File: src/rtl/mem_bus_arbiter_pkg.sv
// +------------------------------------------------------------------+
// | mem_arb_pkg : shared encodings for the ICache/DCache memory arbiter |
// | Rev 1.0                                                            |
// +------------------------------------------------------------------+
`default_nettype none

package mem_arb_pkg;

  typedef enum logic [1:0] {
    ST_IDLE   = 2'b00,
    ST_BUSY_I = 2'b01,
    ST_BUSY_D = 2'b10
  } state_e;

  localparam logic PORT_I = 1'b0;
  localparam logic PORT_D = 1'b1;

  localparam int unsigned DEFAULT_BURST_LEN = 16;

  // prefer_d breaks a tie in favour of the DCache.
  function automatic logic pick_winner(input logic i_req, input logic d_req, input logic prefer_d);
    if (d_req && (!i_req || prefer_d)) return PORT_D;
    return PORT_I;
  endfunction

endpackage

`default_nettype wire

File: src/rtl/mem_bus_arbiter_if.sv
// +------------------------------------------------------------------+
// | mem_bus_arbiter_if : cache-side and memory-side arbiter signals    |
// | Rev 1.0                                                            |
// +------------------------------------------------------------------+
`default_nettype none

interface mem_bus_arbiter_if #(
  parameter int BUS_WIDTH  = 32,
  parameter int DATA_WIDTH = 32
);

  logic                    i_ce, d_ce;
  logic                    i_we, d_we;
  logic [BUS_WIDTH-1:0]    i_addr, d_addr;
  logic [DATA_WIDTH-1:0]   d_wdata;
  logic [DATA_WIDTH/8-1:0] d_wmask;
  logic                    i_gnt, d_gnt;
  logic [DATA_WIDTH-1:0]   i_rdata, d_rdata;
  logic                    i_rdata_valid, d_rdata_valid;
  logic                    d_write_respone;
  logic                    i_done, d_done;
  logic [BUS_WIDTH-1:0]    mem_addr;
  logic                    mem_ce, mem_we;
  logic [DATA_WIDTH-1:0]   mem_wdata;
  logic [DATA_WIDTH/8-1:0] mem_wmask;
  logic [DATA_WIDTH-1:0]   mem_rdata;
  logic                    mem_rdata_valid, mem_write_respone;

  modport slave (
    input  i_ce, d_ce, i_we, d_we, i_addr, d_addr, d_wdata, d_wmask,
           mem_rdata, mem_rdata_valid, mem_write_respone,
    output i_gnt, d_gnt, i_rdata, d_rdata, i_rdata_valid, d_rdata_valid,
           d_write_respone, i_done, d_done,
           mem_addr, mem_ce, mem_we, mem_wdata, mem_wmask
  );

  modport master (
    output i_ce, d_ce, i_we, d_we, i_addr, d_addr, d_wdata, d_wmask,
           mem_rdata, mem_rdata_valid, mem_write_respone,
    input  i_gnt, d_gnt, i_rdata, d_rdata, i_rdata_valid, d_rdata_valid,
           d_write_respone, i_done, d_done,
           mem_addr, mem_ce, mem_we, mem_wdata, mem_wmask
  );

endinterface

`default_nettype wire

File: src/rtl/mem_bus_arbiter_beat_counter.sv
// +------------------------------------------------------------------+
// | mem_beat_counter : per-burst beat counter with terminal-beat flag  |
// | Rev 1.0                                                            |
// +------------------------------------------------------------------+
`default_nettype none

module mem_beat_counter #(
  parameter int BURST_LEN = 16
) (
  input  wire logic                         clk,
  input  wire logic                         reset,
  input  wire logic                         clear,
  input  wire logic                         inc,
  output logic                              last,
  output logic [$clog2(BURST_LEN):0]        count
);

  localparam int CNT_W = $clog2(BURST_LEN) + 1;

  logic [CNT_W-1:0] count_q, count_d;

  always_comb begin
    count_d = count_q;
    if (clear)    count_d = '0;
    else if (inc) count_d = count_q + 1'b1;
  end

  always_ff @(posedge clk or negedge reset) begin
    if (!reset) count_q <= '0;
    else        count_q <= count_d;
  end

  // Asserted during the cycle that carries the final beat of the burst.
  assign last  = inc && !clear && (count_q == CNT_W'(BURST_LEN - 1));
  assign count = count_q;

endmodule

`default_nettype wire

File: src/rtl/mem_bus_arbiter.sv
// +------------------------------------------------------------------+
// | mem_bus_arbiter : ICache/DCache arbiter for one burst memory port  |
// | Option macro: ARB_ROUND_ROBIN_EN (else fixed DCache priority)      |
// | Rev 1.0                                                            |
// +------------------------------------------------------------------+
`default_nettype none

module mem_bus_arbiter
  import mem_arb_pkg::*;
#(
  parameter int BUS_WIDTH  = 32,
  parameter int DATA_WIDTH = 32,
  parameter int BURST_LEN  = DEFAULT_BURST_LEN
) (
  input  wire logic         clk,
  input  wire logic         reset,
  mem_bus_arbiter_if.slave  bus
);

  localparam int MASK_W = DATA_WIDTH / 8;
  localparam int CNT_W  = $clog2(BURST_LEN) + 1;

  state_e state_q, state_d;
  logic   winner, prefer_d;
  logic   busy_i, busy_d;
  logic   beat_inc, beat_last, beat_clear;
  logic [CNT_W-1:0] unused_beat_cnt;

  logic [BUS_WIDTH-1:0]  addr_sel;
  logic [DATA_WIDTH-1:0] wdata_sel;
  logic [MASK_W-1:0]     wmask_sel;
  logic                  we_sel;

`ifdef ARB_ROUND_ROBIN_EN
  logic last_gnt_q, last_gnt_d;
  always_comb begin
    prefer_d   = (last_gnt_q == PORT_I);
    last_gnt_d = last_gnt_q;
    if (state_q == ST_IDLE && (bus.i_ce || bus.d_ce)) last_gnt_d = winner;
  end
`else
  always_comb prefer_d = 1'b1;
`endif

  always_comb begin
    winner  = pick_winner(bus.i_ce, bus.d_ce, prefer_d);
    state_d = state_q;
    case (state_q)
      ST_IDLE:
        if (bus.i_ce || bus.d_ce) state_d = (winner == PORT_D) ? ST_BUSY_D : ST_BUSY_I;
      ST_BUSY_I, ST_BUSY_D:
        if (beat_last) state_d = ST_IDLE;
      default: state_d = ST_IDLE;
    endcase
  end

  always_ff @(posedge clk or negedge reset) begin
    if (!reset) begin
      state_q    <= ST_IDLE;
`ifdef ARB_ROUND_ROBIN_EN
      last_gnt_q <= PORT_I;
`endif
    end else begin
      state_q    <= state_d;
`ifdef ARB_ROUND_ROBIN_EN
      last_gnt_q <= last_gnt_d;
`endif
    end
  end

  assign busy_i = (state_q == ST_BUSY_I);
  assign busy_d = (state_q == ST_BUSY_D);

  // ICache is read-only: its we is ignored, so only DCache can count write responses.
  assign beat_clear = (state_q == ST_IDLE);
  assign beat_inc   = (busy_i && bus.mem_rdata_valid)
                   || (busy_d && !bus.d_we && bus.mem_rdata_valid)
                   || (busy_d &&  bus.d_we && bus.mem_write_respone);

  mem_beat_counter #(.BURST_LEN(BURST_LEN)) u_beat_counter (
    .clk   (clk),
    .reset (reset),
    .clear (beat_clear),
    .inc   (beat_inc),
    .last  (beat_last),
    .count (unused_beat_cnt)
  );

  always_comb begin
    addr_sel  = '0;
    wdata_sel = '0;
    wmask_sel = '0;
    we_sel    = 1'b0;
    if (busy_i) begin
      addr_sel = bus.i_addr;
    end else if (busy_d) begin
      addr_sel  = bus.d_addr;
      wdata_sel = bus.d_wdata;
      wmask_sel = bus.d_wmask;
      we_sel    = bus.d_we;
    end
  end

  always_comb begin
    bus.mem_ce          = busy_i || busy_d;
    bus.mem_we          = we_sel;
    bus.mem_addr        = addr_sel;
    bus.mem_wdata       = wdata_sel;
    bus.mem_wmask       = wmask_sel;
    bus.i_gnt           = busy_i;
    bus.d_gnt           = busy_d;
    bus.i_rdata         = busy_i ? bus.mem_rdata : '0;
    bus.d_rdata         = busy_d ? bus.mem_rdata : '0;
    bus.i_rdata_valid   = busy_i && bus.mem_rdata_valid;
    bus.d_rdata_valid   = busy_d && !bus.d_we && bus.mem_rdata_valid;
    bus.d_write_respone = busy_d && bus.d_we && bus.mem_write_respone;
    bus.i_done          = busy_i && beat_last;
    bus.d_done          = busy_d && beat_last;
  end

endmodule

`default_nettype wire

File: src/flat_wrapper.sv
// flat-port wrapper written by rule: the top's interface ports become plain ports
module mem_bus_arbiter_flat import mem_arb_pkg::*;
#(
  parameter int BUS_WIDTH  = 32,
  parameter int DATA_WIDTH = 32,
  parameter int BURST_LEN  = DEFAULT_BURST_LEN
)
  (clk, reset, bus_i_ce, bus_d_ce, bus_i_we, bus_d_we, bus_i_addr, bus_d_addr, bus_d_wdata, bus_d_wmask, bus_mem_rdata, bus_mem_rdata_valid, bus_mem_write_respone, bus_i_gnt, bus_d_gnt, bus_i_rdata, bus_d_rdata, bus_i_rdata_valid, bus_d_rdata_valid, bus_d_write_respone, bus_i_done, bus_d_done, bus_mem_addr, bus_mem_ce, bus_mem_we, bus_mem_wdata, bus_mem_wmask);
  mem_bus_arbiter_if #(.BUS_WIDTH(BUS_WIDTH), .DATA_WIDTH(DATA_WIDTH)) bus_i ();
  input  wire logic clk;
  input  wire logic reset;
  input wire logic [$bits(bus_i.i_ce)-1:0] bus_i_ce;
  input wire logic [$bits(bus_i.d_ce)-1:0] bus_d_ce;
  input wire logic [$bits(bus_i.i_we)-1:0] bus_i_we;
  input wire logic [$bits(bus_i.d_we)-1:0] bus_d_we;
  input wire logic [$bits(bus_i.i_addr)-1:0] bus_i_addr;
  input wire logic [$bits(bus_i.d_addr)-1:0] bus_d_addr;
  input wire logic [$bits(bus_i.d_wdata)-1:0] bus_d_wdata;
  input wire logic [$bits(bus_i.d_wmask)-1:0] bus_d_wmask;
  input wire logic [$bits(bus_i.mem_rdata)-1:0] bus_mem_rdata;
  input wire logic [$bits(bus_i.mem_rdata_valid)-1:0] bus_mem_rdata_valid;
  input wire logic [$bits(bus_i.mem_write_respone)-1:0] bus_mem_write_respone;
  output wire logic [$bits(bus_i.i_gnt)-1:0] bus_i_gnt;
  output wire logic [$bits(bus_i.d_gnt)-1:0] bus_d_gnt;
  output wire logic [$bits(bus_i.i_rdata)-1:0] bus_i_rdata;
  output wire logic [$bits(bus_i.d_rdata)-1:0] bus_d_rdata;
  output wire logic [$bits(bus_i.i_rdata_valid)-1:0] bus_i_rdata_valid;
  output wire logic [$bits(bus_i.d_rdata_valid)-1:0] bus_d_rdata_valid;
  output wire logic [$bits(bus_i.d_write_respone)-1:0] bus_d_write_respone;
  output wire logic [$bits(bus_i.i_done)-1:0] bus_i_done;
  output wire logic [$bits(bus_i.d_done)-1:0] bus_d_done;
  output wire logic [$bits(bus_i.mem_addr)-1:0] bus_mem_addr;
  output wire logic [$bits(bus_i.mem_ce)-1:0] bus_mem_ce;
  output wire logic [$bits(bus_i.mem_we)-1:0] bus_mem_we;
  output wire logic [$bits(bus_i.mem_wdata)-1:0] bus_mem_wdata;
  output wire logic [$bits(bus_i.mem_wmask)-1:0] bus_mem_wmask;
  assign bus_i.i_ce = bus_i_ce;
  assign bus_i.d_ce = bus_d_ce;
  assign bus_i.i_we = bus_i_we;
  assign bus_i.d_we = bus_d_we;
  assign bus_i.i_addr = bus_i_addr;
  assign bus_i.d_addr = bus_d_addr;
  assign bus_i.d_wdata = bus_d_wdata;
  assign bus_i.d_wmask = bus_d_wmask;
  assign bus_i.mem_rdata = bus_mem_rdata;
  assign bus_i.mem_rdata_valid = bus_mem_rdata_valid;
  assign bus_i.mem_write_respone = bus_mem_write_respone;
  assign bus_i_gnt = bus_i.i_gnt;
  assign bus_d_gnt = bus_i.d_gnt;
  assign bus_i_rdata = bus_i.i_rdata;
  assign bus_d_rdata = bus_i.d_rdata;
  assign bus_i_rdata_valid = bus_i.i_rdata_valid;
  assign bus_d_rdata_valid = bus_i.d_rdata_valid;
  assign bus_d_write_respone = bus_i.d_write_respone;
  assign bus_i_done = bus_i.i_done;
  assign bus_d_done = bus_i.d_done;
  assign bus_mem_addr = bus_i.mem_addr;
  assign bus_mem_ce = bus_i.mem_ce;
  assign bus_mem_we = bus_i.mem_we;
  assign bus_mem_wdata = bus_i.mem_wdata;
  assign bus_mem_wmask = bus_i.mem_wmask;
  mem_bus_arbiter #(.BUS_WIDTH(BUS_WIDTH), .DATA_WIDTH(DATA_WIDTH), .BURST_LEN(BURST_LEN)) u_core (.clk(clk), .reset(reset), .bus(bus_i));
endmodule
File: config.mk
export PLATFORM = sky130hd
export DESIGN_NAME = mem_bus_arbiter_flat
export DESIGN_NICKNAME = d
export VERILOG_FILES = /design/src/rtl/mem_bus_arbiter_pkg.sv /design/src/rtl/mem_bus_arbiter_if.sv /design/src/rtl/mem_bus_arbiter_beat_counter.sv /design/src/rtl/mem_bus_arbiter.sv /design/src/flat_wrapper.sv
export SDC_FILE = /design/constraint.sdc
export NUM_CORES = 1
export LEC_CHECK = 0
export ABC_AREA = 1
export BUFFER_PORTS_ARGS = -buffer_cell sky130_fd_sc_hd__buf_2
export CAP_MARGIN = 40
export CORE_AREA = 2 2 110 112
export DETAILED_ROUTE_END_ITERATION = 10
export DIE_AREA = 0 0 112 114
export SYNTH_ARGS = -nofsm -noshare
export SYNTH_HDL_FRONTEND = slang
export SYNTH_SLANG_ARGS = --single-unit
File: constraint.sdc
create_clock -name clk -period 3.7 [get_ports clk]
set_input_delay 0.37 -clock clk [delete_from_list [all_inputs] [get_ports clk]]
set_output_delay 0.37 -clock clk [all_outputs]
set_load 0.01 [all_outputs]
## After elaboration in Yosys (flattened, before gate mapping)

Index checks and enable logic that the tools add are counted.
W data, S select, Z words.

- Output and inout port bits: 141
- Register bits after elaboration: 7
- Logic and storage cells: 46

- Add/sub/neg operators: 1
- Reduce and logical (&&, ||, !) cells: 19
- Equality and inequality tests: 5
- Mux-type cells: 19

Operator list:

| operator | count |
|---|---|
| $mux W32 | 6 |
| $mux W5 | 2 |
| $logic_and A1 B1 Y1 | 9 |
| $mux W4 | 2 |
| $mux W2 | 3 |
| $add A5 B1 Y5 const B | 1 |
| $eq A5 B4 Y1 const B | 1 |
| $mux W1 | 5 |
| $logic_or A1 B1 Y1 | 4 |
| $ne A2 B1 Y1 const B | 2 |
| $pmux W2 S2 | 1 |
| $eq A2 B1 Y1 const B | 1 |
| $eq A2 B2 Y1 const B | 1 |
| $logic_not A1 Y1 | 2 |
| $logic_not A2 Y1 | 1 |
| $reduce_and A2 Y1 | 1 |
| $reduce_bool A2 Y1 | 1 |
| $reduce_or A2 Y1 | 1 |

## Logic depth before layout (Yosys ltp)

Gate-level depths: netlist of run 1.

- Word-level depth: 9
- Mapped depth: 9

## Modules after synthesis

From an unflattened synthesis of run 1, not the netlist that was laid out.

- Cell total of the unflattened synthesis: 392
- Area, all modules: 1840.5 sq um

Modules (own cells, without submodules):

| module | instances | sequential area each (sq um) | area each (sq um) | cells each |
|---|---|---|---|---|
| mem_bus_arbiter | 1 | 50.0 | 1581.5 | 359 |
| mem_beat_counter | 1 | 125.1 | 259.0 | 33 |

## Least setup slack after synthesis of run 1

No wires, ideal clock.

- Path kind: register to output
- Start: register u_core.state_q[0]
- End: output bus_mem_wdata[24]
- Slack: 1.987 ns
- Arrival: 1.343 ns
- Data required time: 3.330 ns
- Stages on the path, launching flop included: 7
- Buffers on the path: 2
- Cells stage by stage: dfrtp_1 -> inv_1 -> ha_1 -> buf_2 -> buf_2 -> nand2_1 -> nor2_1

- Word-level cells in the longest chain between the ends: 3

Ends and longest elaborated chain:

| item | RTL line | RTL |
|---|---|---|
| start: declaration | mem_bus_arbiter.sv:23 | `state_e state_q, state_d;` |
| start signal: assignment | mem_bus_arbiter.sv:64 | `state_q <= state_d;` |
| $eq A2 B2 Y1 | mem_bus_arbiter.sv:72 | `assign busy_d = (state_q == ST_BUSY_D);` |
| via bus_d_gnt | flat_wrapper.sv:24 | `output wire logic [$bits(bus_i.d_gnt)-1:0] bus_d_gnt;` |
| $mux W32 | mem_bus_arbiter.sv:96 | `end else if (busy_d) begin` |
| $mux W32 | mem_bus_arbiter.sv:94 | `if (busy_i) begin` |
| end: declaration | flat_wrapper.sv:35 | `output wire logic [$bits(bus_i.mem_wdata)-1:0] bus_mem_wdata;` |

The timed path passes the listed nets, and every way through them passes these cells.

## Final worst setup path of run 1

- Start: register u_core.state_q[1]
- End: output bus_mem_addr[2]

- Word-level cells in the longest chain between the ends: 3

Ends and longest elaborated chain:

| item | RTL line | RTL |
|---|---|---|
| $eq A2 B2 Y1 | mem_bus_arbiter.sv:72 |  |
| $mux W32 | mem_bus_arbiter.sv:96 |  |
| $mux W32 (*) | mem_bus_arbiter.sv:94 |  |
| end: declaration | flat_wrapper.sv:32 | `output wire logic [$bits(bus_i.mem_addr)-1:0] bus_mem_addr;` |

Every way passes the cells marked *; elsewhere a longest branch is shown, timed or not.

==> flow_metrics.env, run 1 <==
export IMPL_worstSkewPairLatency_ps=230
export IMPL_grt_overflow=0
export IMPL_die_h_um=114
export IMPL_synth_seq_area_share=0.1011
export IMPL_drv_cap=0
export IMPL_grt_max_degree=57
export IMPL_ant_nets=0
export IMPL_startpoint_type="flop"
export IMPL_hold_path_depth=3
export IMPL_routed_via_density=3.881
export IMPL_ys_warnings_count=0
export IMPL_area_growth_pct=93.86
export IMPL_cts_root_buf="clkbuf_16"
export IMPL_worst_pin_slew_ps=557.6
export IMPL_die_w_um=112
export IMPL_hp_start="bus_i_ce"
export IMPL_grt_pass1_vias=2512
export IMPL_path_cells="inv_1 > ha_4 > buf_4 > nand2_1 > nand2_1 > buf_2"
export IMPL_synth_top_area_frac=0.3812
export IMPL_cts_tree="done"
export IMPL_io_buffers=279
export IMPL_fin_util=0.2869
export IMPL_htree_levels=1
export IMPL_dp_cells=786
export IMPL_start_util=0.1480
export IMPL_hp_class="in -> reg"
export IMPL_required_ps=3330
export IMPL_dieArea_um2=12770
export IMPL_io_pins=281
export IMPL_synth_area_um2=1733
export IMPL_clk_path_buf_depth=2
export IMPL_final_nets=790
export IMPL_gp_congestion=0.7574
export IMPL_avgSynthCellArea_um2=4.548
export IMPL_syn_nets=526
export IMPL_dr_pass1_iters=4
export IMPL_cp_num_buf_inv=3
export IMPL_fin_crit_ps=2594
export IMPL_synth_seq_cells=7
export IMPL_synth_top_area_cell="nand2_1"
export IMPL_ir_worst_vdd_v=0.0004557
export IMPL_routed_wirelength_mm=7.821
export IMPL_holdBufCountCts=1
export IMPL_rows=40
export IMPL_post_cts_setup_buffer_count=0
export IMPL_r2r_slack_ps=1700
export IMPL_antenna_found_initial=0
export IMPL_crit_fanout=55
export IMPL_stdcell_count=791
export IMPL_max_freq_ghz=0.3855
export IMPL_worstReg2RegEnd="u_core.state_q[0]"
export IMPL_synth_flop_cell="dfrtp_1"
export IMPL_core_area_um2=11710
export IMPL_cts_made_buffers=3
export IMPL_power_leakage_uw=0.002691
export IMPL_place_area_um2=3271
export IMPL_cts_num_sinks=7
export IMPL_nFillCells=1347
export IMPL_finalHoldViolCount=0
export IMPL_critical_path_class="reg -> out"
export IMPL_yosysMostFrequentCell="nand2_1"
export IMPL_final_layout_size_suffix_gt1_frac=0.4534
export IMPL_track_usage=0.1037
export IMPL_crit_path_top_delay_cell="buf_4"
export IMPL_relSlewSlack=0.6283
export IMPL_grt_pass1_wl_mm=11.25
export IMPL_r2r_start="u_core.state_q[1]"
export IMPL_drc=0
export IMPL_whs_endpoint="u_core.state_q[0]"
export IMPL_wl_per_cell_um=9.887
export IMPL_diodes=0
export IMPL_critical_path_max_stage_delay_ps=550
export IMPL_critPathTopFamily="buffers and inverters"
export IMPL_setup_violations=0
export IMPL_cp_arrival_ps=2220
export IMPL_maxSlewViolCount=0
export IMPL_finalSetupTns_ps=0
export IMPL_detailedRoute_firstIterationViolations=100
export IMPL_synthArstFlopShare=1.000
export IMPL_post_cts_resize_count=0
export IMPL_cpMostUsedCell="nand2_1"
export IMPL_synth_cell_types=16
export IMPL_fin_crit_sh=0.7011
export IMPL_synth_edf_count=0
export IMPL_syn_inst=381
export IMPL_fin_worst_skew_ps=2.285
export IMPL_final_cell_area_um2=3359
export IMPL_end_kind="output port"
export IMPL_cellPowerDensity_nw_per_um2=494.2
export IMPL_r2r_cells=9
export IMPL_clkSlewWorstSetupHoldPaths_ps=40
export IMPL_synth_area_leaders="nand2_1 (38%), inv_1 (16%), dfrtp_1 (10%)"
export IMPL_status="finished, final reports clean"
export IMPL_dp_hpwl_mm=6.351
export IMPL_num_vias=3070
export IMPL_synth_commonest_cells="nand2_1 (176), inv_1 (76), nor2_1 (42)"
export IMPL_rsz0062_at_grt="false"
==> logic make-up after synthesis <==
logic type,count (synthesis),share of synthesized area
and+or+nand+nor,260,0.6058
AOI/OAI and AO/OA,8,0.02455
DFF,7,0.1011
buffers and inverters,101,0.2325
adders and majority gates,5,0.03610
==> routing by layer <==
metal	GRT usage	share of wire	vias up
met4	0.01220	0	0
li1	-	-	1629
met1	0.1218	0.40	1273
met2	0.2044	0.50	168
met5	0	0	-
met3	0.01541	0.11	0
==> worst min-delay path, delay by kind of cell <==
kind / cells / cell delay, ps
buffers and inverters: 1 / 90
and+or+nand+nor: 2 / 130
==> per-stage QoR <==
stage	total power, uW	setup WS (ps)	hold slack [ps]
floorplan	931.8	1987	74.41
global placement	1474	1055	215.8
detailed placement	1495	1333	214.5
CTS	1685	1069	403.5
global route	1829	899.1	428.2
finish	1660	1106	400.3
==> placed cells by master (no fill, tap or decap) <==
cell             n
buf_16           1
o21ai_0          2
nor3_1           2
a31oi_1          1
dlygate4sd3_1    1
buf_2          279
buf_4            3
nand3_2          4
nor2_1          42
nand4_1          1
ha_4             2
ha_1             3
o22ai_1          1
clkbuf_16        3
inv_1           76
a21oi_1          4
dfrtp_1          7
clkbuf_1         1
nand3_1         35
nand2_1        176
==> worst max path at each step <==
stage,end,cells past startpoint,startpoint
3_3_place_gp,bus_mem_addr[1],6,u_core.state_q[1]
5_1_grt,bus_mem_addr[10],7,u_core.state_q[1]
6_report,bus_mem_addr[2],6,u_core.state_q[1]
3_5_place_dp,bus_mem_addr[8],7,u_core.state_q[1]
4_1_cts,bus_mem_addr[8],7,u_core.state_q[1]
2_1_floorplan,bus_mem_wdata[24],6,u_core.state_q[0]
==> state kept, by name (all words and copies together), names as in the netlist <==
register and flops:
u_core.u_beat_counter.count 5, u_core.state_q 2
==> where the power goes <==
| part | switching (uW) | internal, uW | total [uW] | leakage (uW) |
|---|---|---|---|---|
| clock network | 38.6 | 143 | 182 | 0.0000382 |
| logic | 850 | 520 | 1370 | 0.00256 |
| registers | 16.5 | 91.9 | 108 | 0.0000946 |
| total | 905 | 755 | 1660 | 0.00269 |
==> layout make-up <==
| cell class | instances | area [um^2] | share of cell area |
|---|---|---|---|
| tap | 147 | 183.9 | 0.05475 |
| inverter | 76 | 285.3 | 0.08492 |
| multi-input combinational | 273 | 1180 | 0.3512 |
| timing repair buffer | 284 | 1456 | 0.4335 |
| clock buffer | 4 | 78.83 | 0.02346 |
| sequential | 7 | 175.2 | 0.05214 |
No activity file was read; power rests on OpenSTA's default activity.
==> inputs of run 2 (changes only) <==
clock period = 2.2 ns   (was 3.7 ns; I/O delays follow)
==> run 2 against run 1 <==
  * Cell area is the same
  * Sequential power grew 67%
  * Critical path depth is the same
  * Sequential share of layout area is the same
  * Non-clock buffer count grew 1
  * Wire length shrank 1.1%
  * Clock-buffer cell count is the same
  * Utilization is the same
  * Cell count grew 0.13%
  * Via count is the same
  * Critical path type unchanged
==> flow_metrics.env, run 2 (synthesis gave the netlist of run 1 again) <==
export IMPL_nFillCells=1371
export IMPL_diodes=0
export IMPL_grt_pass1_vias=2551
export IMPL_num_vias=3070
export IMPL_path_cells="inv_1 > ha_4 > buf_4 > nand3_1 > nand2_1 > buf_2"
export IMPL_routed_via_density=3.876
export IMPL_startpoint_type="flop"
export IMPL_relSlewSlack=0.6635
export IMPL_dieArea_um2=12770
export IMPL_grt_overflow=0
export IMPL_core_area_um2=11710
export IMPL_p_int_uw=1265
export IMPL_status="finished, final reports clean"
export IMPL_die_w_um=112
export IMPL_finalHoldViolCount=0
export IMPL_start_util=0.1480
export IMPL_final_layout_size_suffix_gt1_frac=0.4543
export IMPL_setup_violations=0
export IMPL_critPathTopFamily="buffers and inverters"
export IMPL_cp_num_buf_inv=3
export IMPL_cts_made_buffers=3
export IMPL_p_comb_frac=0.823
export IMPL_io_pins=281
export IMPL_clkSlewWorstSetupHoldPaths_ps=40
export IMPL_cts_num_sinks=7
export IMPL_rsz0062_at_grt="false"
export IMPL_routed_wirelength_mm=7.735
export IMPL_htree_levels=1
export IMPL_seqPwrFrac=0.065
export IMPL_critical_path_class="reg -> out"
export IMPL_worstSkewPairLatency_ps=230
export IMPL_largest_register_ffs=5
export IMPL_critical_path_max_stage_delay_ps=410
export IMPL_antenna_found_initial=0
export IMPL_p_total_uw=2790
export IMPL_drc=0
export IMPL_area_growth_pct=93.86
export IMPL_cellPowerDensity_nw_per_um2=830.4
export IMPL_switching_share=0.5466
export IMPL_fin_crit_sh=0.8911
export IMPL_p_clk_frac=0.112
export IMPL_mostFrequentLayoutCells="buf_2 (279), nand2_1 (176), inv_1 (76), nor2_1 (42), nand3_1 (35)"
export IMPL_cp_arrival_ps=1740
export IMPL_rows=40
export IMPL_clk_path_buf_depth=2
export IMPL_dp_hpwl_mm=6.322
export IMPL_power_leakage_uw=0.002690
export IMPL_drv_cap=0
export IMPL_io_buffers=279
export IMPL_multi_input_area_um2=1180
export IMPL_grt_max_degree=60
export IMPL_dr_pass1_iters=5
export IMPL_die_h_um=114
export IMPL_post_cts_resize_count=0
export IMPL_max_freq_ghz=0.5101
export IMPL_worst_pin_slew_ps=504.8
export IMPL_ant_nets=0
export IMPL_final_common_cell="buf_2"
export IMPL_holdWs_ps=248.3
export IMPL_maxSlewViolCount=0
export IMPL_grt_pass1_wl_mm=11.39
export IMPL_crit_path_top_delay_cell="dfrtp_1"
export IMPL_required_ps=1980
export IMPL_power_switching_uw=1525
export IMPL_cts_root_buf="clkbuf_16"
export IMPL_ir_worst_vdd_v=0.0005191
export IMPL_seq_area_um2=175.2
export IMPL_fin_crit_ps=1960
export IMPL_finalSetupTns_ps=0
export IMPL_gp_congestion=0.7502
export IMPL_hp_class="in -> reg"
export IMPL_end_kind="output port"
export IMPL_final_nets=791
export IMPL_cts_tree="done"
export IMPL_fin_worst_skew_ps=1.948
export IMPL_crit_fanout=43
export IMPL_detailedRoute_firstIterationViolations=95
export IMPL_wl_per_cell_um=9.766
export IMPL_track_usage=0.1044
run 2: path summary, 6_finish.rpt:
check,startpoint,endpoint,slack (ps),cells past startpoint
max,u_core.state_q[0],bus_mem_addr[10],240,6
min,bus_i_ce,u_core.state_q[0],250,3
max reg2reg,u_core.state_q[0],u_core.state_q[0],670,8
min reg2reg,u_core.u_beat_counter.count[0],u_core.u_beat_counter.count[0],500,1
max in group asynchronous,reset,u_core.state_q[1],1690,2
min in group asynchronous,reset,u_core.u_beat_counter.count[0],350,2
run 2: layer usage:
metal	GRT usage	share of wire	wire [um]
met1	0.1166	0.39	3035
met2	0.2109	0.51	3921
met3	0.01541	0.098	758
met4	0.01707	0.0026	20
met5	0	0	0
run 2: layout make-up:
cell class | count | share of cell area
clock buffers | 4 | 0.02346
well taps | 147 | 0.05475
repair buffers | 285 | 0.4335
flip-flops and latches | 7 | 0.05214
inverters | 76 | 0.08492
multi-input cells | 273 | 0.3512
run 2: power by group through the flow:
stage	Clock, uW	Sequential [uW]	Combinational (uW)
after floorplan	0	172	1400
after global placement	0	182	2320
after detailed placement	0	182	2320
after CTS	322	181	2330
after global routing	328	182	2560
final	313	180	2300
run 2: metrics by stage:
step | std cells | area [um^2] | setup slack (ps) | util
final | 792 | 3359 | 239.5 | 0.2869
after global routing | 792 | 3359 | 133.9 | 0.2869
after CTS | 792 | 3359 | 221.3 | 0.2869
after detailed placement | 787 | 3271 | 474.8 | 0.2793
after global placement | 787 | 3271 | 477.2 | 0.2793
after floorplan | 381 | 1733 | 636.6 | -
run 2: timing repair:
| action | in CTS | in global routing |
|---|---|---|
| hold endpoints to repair | 7 | 0 |
| setup buffers | 0 | 0 |
| hold buffers | 1 | 0 |
run 2: worst register-to-register path: cells and delay by family (launching register included):
family / cells / cell delay, ps
AND/OR/NAND/NOR: 5 / 440
flip-flops: 1 / 400
buffers and inverters: 2 / 320
adder cells (fa/ha/maj): 1 / 260
